$ cat config.mk
export PLATFORM = sky130hd
export DESIGN_NAME = dest_reg_pipe
export DESIGN_NICKNAME = d
export VERILOG_FILES = /design/src/rtl/dest_reg_pipe.sv
export SDC_FILE = /design/constraint.sdc
export NUM_CORES = 1
export LEC_CHECK = 0
export BUFFER_PORTS_ARGS = -buffer_cell sky130_fd_sc_hd__buf_4
export CAP_MARGIN = 20
export CORE_ASPECT_RATIO = 1.5
export CORE_MARGIN = 2
export CORE_UTILIZATION = 25
export DETAILED_ROUTE_END_ITERATION = 8
export HOLD_SLACK_MARGIN = 0.1
export PLACE_DENSITY = 0.57
export SYNTH_ARGS = -nofsm -noshare
export SYNTH_HDL_FRONTEND = slang
export SYNTH_SLANG_ARGS = --single-unit
$ cat constraint.sdc
create_clock -name clk -period 1.75 [get_ports clk]
set_input_delay 0.0875 -clock clk [delete_from_list [all_inputs] [get_ports clk]]
set_output_delay 0.0875 -clock clk [all_outputs]
set_load 0.02 [all_outputs]
$ cat src/rtl/dest_reg_pipe.sv
// Destination-register pipeline (EX/MEM, MEM/WB) with operand forwarding selects.
// Optional macro LOAD_USE_DETECT_EN enables the same-cycle load-use stall flag.
module dest_reg_pipe #(
  parameter int ADDR_W     = 5,
  parameter bit ZERO_GUARD = 1'b1
) (
  input  logic              clk,
  input  logic              reset_n,
  input  logic [ADDR_W-1:0] wr_addr_ex,
  input  logic              reg_write_ex,
  input  logic              mem_to_reg_ex,
  input  logic              hold_i,
  input  logic              flush_i,
  input  logic [ADDR_W-1:0] rs_ex,
  input  logic [ADDR_W-1:0] rt_ex,
  input  logic [ADDR_W-1:0] rs_id,
  input  logic [ADDR_W-1:0] rt_id,
  output logic [ADDR_W-1:0] wr_addr_mem,
  output logic              reg_write_mem,
  output logic              mem_to_reg_mem,
  output logic [ADDR_W-1:0] wr_addr_wb,
  output logic              reg_write_wb,
  output logic              mem_to_reg_wb,
  output logic [1:0]        fwd_a,
  output logic [1:0]        fwd_b,
  output logic              load_use_stall
);

  logic [ADDR_W-1:0] r_addr_mem;
  logic              r_rw_mem;
  logic              r_m2r_mem;
  logic [ADDR_W-1:0] r_addr_wb;
  logic              r_rw_wb;
  logic              r_m2r_wb;

  // hold_i wins over flush_i; a pending flush simply waits for the hold to drop
  always_ff @(posedge clk or negedge reset_n) begin
    if (!reset_n) begin
      r_addr_mem <= '0;
      r_rw_mem   <= 1'b0;
      r_m2r_mem  <= 1'b0;
      r_addr_wb  <= '0;
      r_rw_wb    <= 1'b0;
      r_m2r_wb   <= 1'b0;
    end else if (!hold_i) begin
      if (flush_i) begin
        r_addr_mem <= '0;
        r_rw_mem   <= 1'b0;
        r_m2r_mem  <= 1'b0;
      end else begin
        r_addr_mem <= wr_addr_ex;
        r_rw_mem   <= reg_write_ex;
        r_m2r_mem  <= mem_to_reg_ex;
      end
      r_addr_wb <= r_addr_mem;
      r_rw_wb   <= r_rw_mem;
      r_m2r_wb  <= r_m2r_mem;
    end
  end

  assign wr_addr_mem    = r_addr_mem;
  assign reg_write_mem  = r_rw_mem;
  assign mem_to_reg_mem = r_m2r_mem;
  assign wr_addr_wb     = r_addr_wb;
  assign reg_write_wb   = r_rw_wb;
  assign mem_to_reg_wb  = r_m2r_wb;

  logic w_mem_ok;
  logic w_wb_ok;
  logic w_hit_mem_a;
  logic w_hit_wb_a;
  logic w_hit_mem_b;
  logic w_hit_wb_b;

  assign w_mem_ok = r_rw_mem & ~(ZERO_GUARD & (r_addr_mem == '0));
  assign w_wb_ok  = r_rw_wb  & ~(ZERO_GUARD & (r_addr_wb  == '0));

  assign w_hit_mem_a = w_mem_ok & (r_addr_mem == rs_ex);
  assign w_hit_wb_a  = w_wb_ok  & (r_addr_wb  == rs_ex);
  assign w_hit_mem_b = w_mem_ok & (r_addr_mem == rt_ex);
  assign w_hit_wb_b  = w_wb_ok  & (r_addr_wb  == rt_ex);

  // MEM holds the newer result, so it takes priority over WB
  always_comb begin
    fwd_a = 2'b00;
    fwd_b = 2'b00;
    if (w_hit_mem_a)     fwd_a = 2'b10;
    else if (w_hit_wb_a) fwd_a = 2'b01;
    if (w_hit_mem_b)     fwd_b = 2'b10;
    else if (w_hit_wb_b) fwd_b = 2'b01;
  end

`ifdef LOAD_USE_DETECT_EN
  logic w_ex_ok;
  assign w_ex_ok = mem_to_reg_ex & reg_write_ex & ~(ZERO_GUARD & (wr_addr_ex == '0));
  assign load_use_stall = w_ex_ok & ((wr_addr_ex == rs_id) | (wr_addr_ex == rt_id));
`else
  // Software fills the load delay slot; ID sources are not needed here
  logic w_unused_id;
  assign w_unused_id    = ^{rs_id, rt_id};
  assign load_use_stall = 1'b0;
`endif

endmodule

==> implementation parameters, run 1 <==
Parameter                              Value

Logic synthesis
  #FFs+latches synth ... 14
  Synthesized area per cell ... 10.2 um^2
  Count of yosys warnings during synthesis ... 0
  Post-synthesis instance area ... 838 um^2
  Synth Net Count ... 113
  Synth Instances ... 82
  Number of synthesized flops with an enable pin ... 0
  Count leader, synth ... sky130_fd_sc_hd__xnor2_1
  Share of flip-flops with an asynchronous set or reset after synthesis ... 100%
  Post-synth top area share ... 41.8%
  Distinct cells, synth ... 17
  Leading post-synthesis cells by cell area ... sky130_fd_sc_hd__dfrtp_1 42%, sky130_fd_sc_hd__xnor2_1 17%, sky130_fd_sc_hd__mux2_2 9.4%
  Primary FF master, synth ... sky130_fd_sc_hd__dfrtp_1
  Sequential area share after synthesis ... 41.8%
  Most instantiated cells after synthesis ... 16 x sky130_fd_sc_hd__xnor2_1, 14 x sky130_fd_sc_hd__dfrtp_1, 9 x sky130_fd_sc_hd__nand2_1
  Area leader, netlist ... sky130_fd_sc_hd__dfrtp_1

Final layout
  Net total in the final layout ... 160
  Number of fill cells in the layout ... approximately 330
  Layout area overhead ... 54.5%
  Share of the core filled with cells ... 40.6%
  Post-route cell area ... 0.00129 mm^2
  Total area of multi-input combinational cells ... 482 um^2
  N_diodes ... 0
  Area of all sequential standard cells ... roughly 350 um^2
  Fraction of final layout cells sized beyond drive strength 1 ... 50.8%

STA
  Final hold violation count ... 0
  Hold Worst Slack ... 0.107 ns
  Final Slew Violations ... 0
  Post-route worst setup slack ... -0.220 ns
  Worst setup skew after layout ... approximately 0.00055 ns
  Min cycle time layout ... 1.97 ns
  Part of the cycle the worst path needs ... 113%
  RSZ-0062 raised after global routing ... true
  Final setup vio count ... 3
  Timing-limited maximum frequency ... 508 MHz

Critical path
  Slowest-stage cell, CP ... sky130_fd_sc_hd__or4_4
  Worst setup slack for register-to-register paths ... 0.81 ns
  Top delay family on crit path ... simple AND/OR/NAND/NOR gates
  Max stage delay on crit path ... 0.54 ns
  Data arrival time of the worst path ... around 1.9 ns
  Dominant cell type by count on the critical path ... sky130_fd_sc_hd__nor4_2
  Worst EP required ... 1.66 ns
  Cells along the critical path ... or4_4 > o21ai_4 > nor4_2 > nor4_2 > buf_4
  Crit path max fanout ... 2
  CP Launch Type ... register
  Kind of capture point of the worst setup path ... output pin
  Setup Crit Path Kind ... register to output pin
  Crit path buffers/inverters ... 1

Run status
  Violated checks ... negative setup slack
  Outcome ... finished with violations

Floorplan
  Number of standard-cell rows in the floorplan ... 25
  Die span in x ... 51.3 um
  Area enclosed by the die boundary ... 0.00384 mm^2
  Core ar. ... between 0.003 and 0.004 mm^2
  Floorplan die height ... 74.9 um
  I/O pin count ... 50
  Starting Density ... 26.3%

Global route
  Via count of the first global-routing pass ... 802
  Wire length of the first global-routing pass ... between 3000 and 4000 um
  Aggregate global-route resource usage ... 12.6%
  Total gr overflow ... 0
  Initial antenna violation count ... 0
  Maximum number of pins on one net before global-route repair ... 22

Clock tree
  Total CTS buffers ... 3
  Number of buffers on the longest clock path ... 2
  Clock latency reported for the late side of the worst-skew pair ... ~0.24 ns
  TritonCTS clock tree ... built
  Number of levels the H-tree was split into ... 1
  Sinks on the clock net ... 14
  Clock edge transition at the registers on the reported setup and hold paths ... 0.06 ns
  Root buf cell ... sky130_fd_sc_hd__clkbuf_8
  Post-CTS repair timing setup buffer count ... 0

Placed design
  Port-buffer cells ... 38
  Placer's final routability congestion estimate ... between 0.7 and 0.8
  Post-DP Area ... 0.00121 mm^2

Hold path
  Hold Crit Class ... primary input to register

Pwr
  Worst IR Drop VDD ... approximately 0.00046 V
  Static Leakage ... 0.000587 uW
  Pwr/cell area ... around 780 mW/mm^2

Routing
  Total DRC errors in the routed layout ... 0
  DRT iter0 DRCs ... 10
  Routed WL per cell ... 13.1 um
  Length of the first detailed-routing pass in iterations ... 3
  Mean number of vias per cell ... 4.61
  Wire length after detailed routing ... around 2200 um
  Count of antenna-violating nets left after detailed routing ... 0
  Count of vias placed by the detailed router ... 775

Run
  Max-cap violations ... 0
## cell usage in the layout, fill, tap and decap left out
cell type	count
sky130_fd_sc_hd__nand3_1	2
sky130_fd_sc_hd__dfrtp_2	2
sky130_fd_sc_hd__buf_4	46
sky130_fd_sc_hd__nor4_2	4
sky130_fd_sc_hd__nor2_1	1
sky130_fd_sc_hd__xor2_1	4
sky130_fd_sc_hd__nand4_1	2
sky130_fd_sc_hd__nand2_1	9
sky130_fd_sc_hd__or4_1	1
sky130_fd_sc_hd__clkbuf_8	4
sky130_fd_sc_hd__conb_1	1
sky130_fd_sc_hd__o21ai_0	7
sky130_fd_sc_hd__or4_4	1
sky130_fd_sc_hd__xnor2_1	16
sky130_fd_sc_hd__nand2b_1	7
sky130_fd_sc_hd__o21ai_4	1
sky130_fd_sc_hd__dfrtp_1	12
sky130_fd_sc_hd__mux2_2	7
sky130_fd_sc_hd__dlygate4sd3_1	1
## cell families (layout without fill, tap and decap cells)
family	Yosys count	after routing	share of synthesized area, %
compound gates	8	8	5.22
xor+xnor	20	20	20.9
buf+inv	5	51	3.58
flops	14	14	41.8
mux	7	7	9.40
other cells	1	1	0.447
simple gates	27	27	18.7
## per-layer routing
layer	share of wire, %	vias up	wire [um]	track usage (%)
met2	54	34	1190	23.1
li1	-	368	-	-
met3	6.8	6	150	2.78
met4	3.1	0	68	4.97
met5	0	-	0	0
met1	36	367	796	14.0
## per-stage QoR
stage	setup slack (ns)	TNS [ns]	power, uW	instances
after floorplan	-0.0244	-0.0489	550	82
after global placement	0.0660	0	694	163
after detailed placement	0.0232	0	705	163
after CTS	-0.240	-0.555	1030	168
after global routing	-0.286	-0.708	1070	168
final	-0.220	-0.420	1010	168
## sequential cells by signal, summed over array words and instances (netlist names)
signal and count:
mem_to_reg_wb 1, reg_write_mem 1, reg_write_wb 1, wr_addr_mem 5, mem_to_reg_mem 1, wr_addr_wb 5
## report_power, final
group	leakage (uW)	total [uW]	internal, uW	switching [uW]
clock	0.0000288	308	199	109
sequential	0.000180	385	355	30.3
combinational	0.000379	320	164	156
total	0.000587	1010	718	296
## worst paths after layout
kind | start | endpoint | cells after the start
min in group asynchronous | reset_n | mem_to_reg_wb$_DFFE_PN0N_ | 2
setup reg to reg | wr_addr_mem[1]$_DFFE_PN0N_ | wr_addr_wb[1]$_DFFE_PN0N_ | 2
max in group asynchronous | reset_n | wr_addr_mem[1]$_DFFE_PN0N_ | 2
hold / removal | wr_addr_ex[2] | wr_addr_mem[2]$_DFFE_PN0N_ | 3
hold reg to reg | mem_to_reg_mem$_DFFE_PN0N_ | mem_to_reg_mem$_DFFE_PN0N_ | 2
setup / recovery | wr_addr_mem[1]$_DFFE_PN0N_ | fwd_b[0] | 5
## final cells by class
class                      instances  area share, %
sequential                        14           27.2
tap                               40           3.86
timing repair buffer              47           27.4
multi-input combinational         63           37.2
clock buffer                       4           4.25
## worst register-to-register path, stage by stage (launching register included)
cell	delay [ns]
sky130_fd_sc_hd__dfrtp_2	0.41
sky130_fd_sc_hd__buf_4	0.16
sky130_fd_sc_hd__mux2_2	0.25
## repair_timing
item | in CTS | in global routing
hold endpoints to repair | 14 | 0
hold buffers | 1 | 0
endpoints found under the setup margin | 3 | 4
pin swaps | 2 | 2
gates resized for setup | 4 | 0
Power figures use the tool's default switching activity.
==> inputs of run 2 (changes only) <==
Settings changed: PLACE_DENSITY 0.57 to not set.
==> run 2 against run 1 <==
Effect of this change: the run still ends with negative setup slack left; clock power decreased by 16%; worst hold slack improved by 0.0026 ns; final cell count decreased by 2.4%; die area unchanged; critical path type unchanged; critical endpoint unchanged; flip-flop and latch count unchanged.
==> implementation parameters, run 2 (synthesis results as in run 1) <==
Parameter                              Value

Routing
  Length of the first detailed-routing pass in iterations ... 2 (was 3)
  Total DRC errors in the routed layout ... 0 (unchanged)
  Count of vias placed by the detailed router ... 727 (was 775)
  DRT iter0 DRCs ... 5 (was 10)
  Routed WL per cell ... 13.0 um (was 13.1 um)
  Count of antenna-violating nets left after detailed routing ... 0 (unchanged)
  Wire length after detailed routing ... 2120 um (was 2200 um)
  Mean number of vias per cell ... 4.43 (was 4.61)

Placed design
  Placer's final routability congestion estimate ... 0.738 (was 0.732)
  HPWL Detailed ... 1700 um
  Port-buffer cells ... 38 (unchanged)

Final layout
  Most frequent cells in the layout ... 42 x sky130_fd_sc_hd__buf_4, 16 x sky130_fd_sc_hd__xnor2_1, 12 x sky130_fd_sc_hd__dfrtp_1 (was 46 x sky130_fd_sc_hd__buf_4, 16 x sky130_fd_sc_hd__xnor2_1, 12 x sky130_fd_sc_hd__dfrtp_1)
  Fraction of final layout cells sized beyond drive strength 1 ... 48.4% (was 50.8%)
  Share of the core filled with cells ... 39.3% (was 40.6%)
  Layout area overhead ... 49.7% (was 54.5%)
  Most common cell after layout, fill and taps aside ... sky130_fd_sc_hd__buf_4 (unchanged)
  Net total in the final layout ... 156 (was 160)
  N_diodes ... 0 (unchanged)

Clock tree
  Post-CTS repair timing setup buffer count ... 0 (unchanged)
  Number of buffers on the longest clock path ... 2 (unchanged)
  Root buf cell ... sky130_fd_sc_hd__clkbuf_8 (unchanged)
  TritonCTS clock tree ... built (unchanged)
  Number of levels the H-tree was split into ... 1 (unchanged)
  Sinks on the clock net ... 14 (unchanged)
  Clock edge transition at the registers on the reported setup and hold paths ... 0.05 ns (was 0.06 ns)
  Clock latency reported for the late side of the worst-skew pair ... 0.24 ns (about the same)
  Total CTS buffers ... 3 (unchanged)

Pwr
  Pwr/cell area ... 759 mW/mm^2 (was 783 mW/mm^2)
  Worst IR Drop VDD ... 0.000342 V (was 0.000465 V)
  Static Leakage ... 0.000560 uW (was 0.000587 uW)

Critical path
  Worst setup slack for register-to-register paths ... 0.83 ns (was 0.81 ns)
  Setup Crit Path Kind ... register to output pin (unchanged)
  R2R cell count ... 2 (unchanged)
  CP Launch Type ... register (unchanged)
  Worst EP required ... 1.66 ns (about the same)
  Capture instance of the worst register-to-register path ... wr_addr_wb[1]$_DFFE_PN0N_ (unchanged)
  Worst reg2reg startpoint ... wr_addr_mem[1]$_DFFE_PN0N_ (unchanged)
  Crit path max fanout ... 2 (unchanged)
  Kind of capture point of the worst setup path ... output pin (unchanged)
  Data arrival time of the worst path ... 1.85 ns (was 1.88 ns)

Hold path
  Hold Crit Class ... primary input to register (unchanged)
  Start point of the worst min-delay path ... wr_addr_ex[3] (was wr_addr_ex[2])
  Number of stages on the worst hold path ... 3 (unchanged)
  Hold-critical path endpoint ... wr_addr_mem[3]$_DFFE_PN0N_ (was wr_addr_mem[2]$_DFFE_PN0N_)

Global route
  Met3 usage ... 2.38% (was 2.78%)
  Met2 track utilization from global routing ... 21.9% (was 23.1%)
  Global routing met1 resource utilization ... 14.2% (was 14.0%)
  Aggregate global-route resource usage ... 12.0% (was 12.6%)
  Total gr overflow ... 0 (unchanged)
  Via count of the first global-routing pass ... 732 (was 802)
  Wire length of the first global-routing pass ... 3460 um (was 3640 um)
  Initial antenna violation count ... 0 (unchanged)
  Layer with the highest usage ... met2 (unchanged)
  Maximum number of pins on one net before global-route repair ... 22 (unchanged)

STA
  Final Slew Violations ... 0 (unchanged)
  Worst setup skew after layout ... 0.00236 ns (was 0.000545 ns)
  RSZ-0062 raised after global routing ... true (unchanged)
  Timing-limited maximum frequency ... 516 MHz (was 508 MHz)
  Final setup vio count ... 2 (was 3)
  Final hold violation count ... 0 (unchanged)
  Hold Worst Slack ... 0.110 ns (was 0.107 ns)
  Post-route worst setup slack ... -0.188 ns (was -0.220 ns)
  Part of the cycle the worst path needs ... 111% (was 113%)
  Min cycle time layout ... 1.94 ns (was 1.97 ns)

Run status
  Violated checks ... negative setup slack (unchanged)
  Outcome ... finished with violations (unchanged)

Floorplan
  I/O pin count ... 50 (unchanged)
  Number of standard-cell rows in the floorplan ... 25 (unchanged)
  Core ar. ... 0.00319 mm^2 (unchanged)
  Floorplan die height ... 74.9 um (unchanged)
  Area enclosed by the die boundary ... 0.00384 mm^2 (unchanged)
  Die span in x ... 51.3 um (unchanged)
  Starting Density ... 26.3% (unchanged)

Run
  Max-cap violations ... 0 (unchanged)
run 2: power by group:
group | internal [uW] | leakage, uW | switching, uW
combinational | 154 | 0.000358 | 144
clock | 160 | 0.0000228 | 99.4
sequential | 355 | 0.000180 | 39.7
total | 669 | 0.000560 | 283
run 2: how the worst max path moves through the flow:
stage                                     startpoint  endpoint  slack, ns  cells past startpoint
after detailed placement  wr_addr_mem[1]$_DFFE_PN0N_  fwd_b[0]       0.05                      5
final                     wr_addr_mem[1]$_DFFE_PN0N_  fwd_b[0]      -0.19                      5
after CTS                 wr_addr_mem[1]$_DFFE_PN0N_  fwd_b[0]      -0.22                      5
after global routing      wr_addr_mem[1]$_DFFE_PN0N_  fwd_b[0]      -0.27                      5
after floorplan           wr_addr_mem[1]$_DFFE_PN0N_  fwd_a[0]      -0.02                      4
after global placement    wr_addr_mem[1]$_DFFE_PN0N_  fwd_a[0]       0.08                      5
run 2: final cells by class:
cell class                      instances  area [um^2]
Clock buffer                            4         45.0
Fill cell                             341         1940
Multi-Input combinational cell         63          482
Sequential cell                        14          353
Tap cell                               40         50.0
Timing Repair Buffer                   43          325
run 2: what timing repair did:
item                       CTS  global route
setup endpoints to repair    2             3
pin swaps                    0             0
hold endpoints to repair    14             0
resized for setup            3             1
hold buffers                 1             0
run 2: stage by stage:
stage	setup TNS, ns	std cells	area (um^2)	total power (uW)	setup WS (ns)
2_1_floorplan	-0.0489	82	841	550	-0.0244
3_3_place_gp	0	159	1180	679	0.0843
3_5_place_dp	0	159	1180	689	0.0484
4_1_cts	-0.392	164	1250	967	-0.223
5_1_grt	-0.526	164	1250	1010	-0.268
6_report	-0.351	164	1250	952	-0.188
run 2: per-layer routing:
metal | wire [um] | vias up
met1 | 895 | 324
met5 | 0 | -
li1 | - | 361
met3 | 167 | 2
met4 | 14 | 0
met2 | 1050 | 40
run 2: critical path: stages, from the launching register on:
cell                      delay, ns
sky130_fd_sc_hd__dfrtp_2       0.40
sky130_fd_sc_hd__or4_4         0.55
sky130_fd_sc_hd__o21ai_4       0.17
sky130_fd_sc_hd__nor4_2        0.08
sky130_fd_sc_hd__nor4_2        0.23
sky130_fd_sc_hd__buf_4         0.19
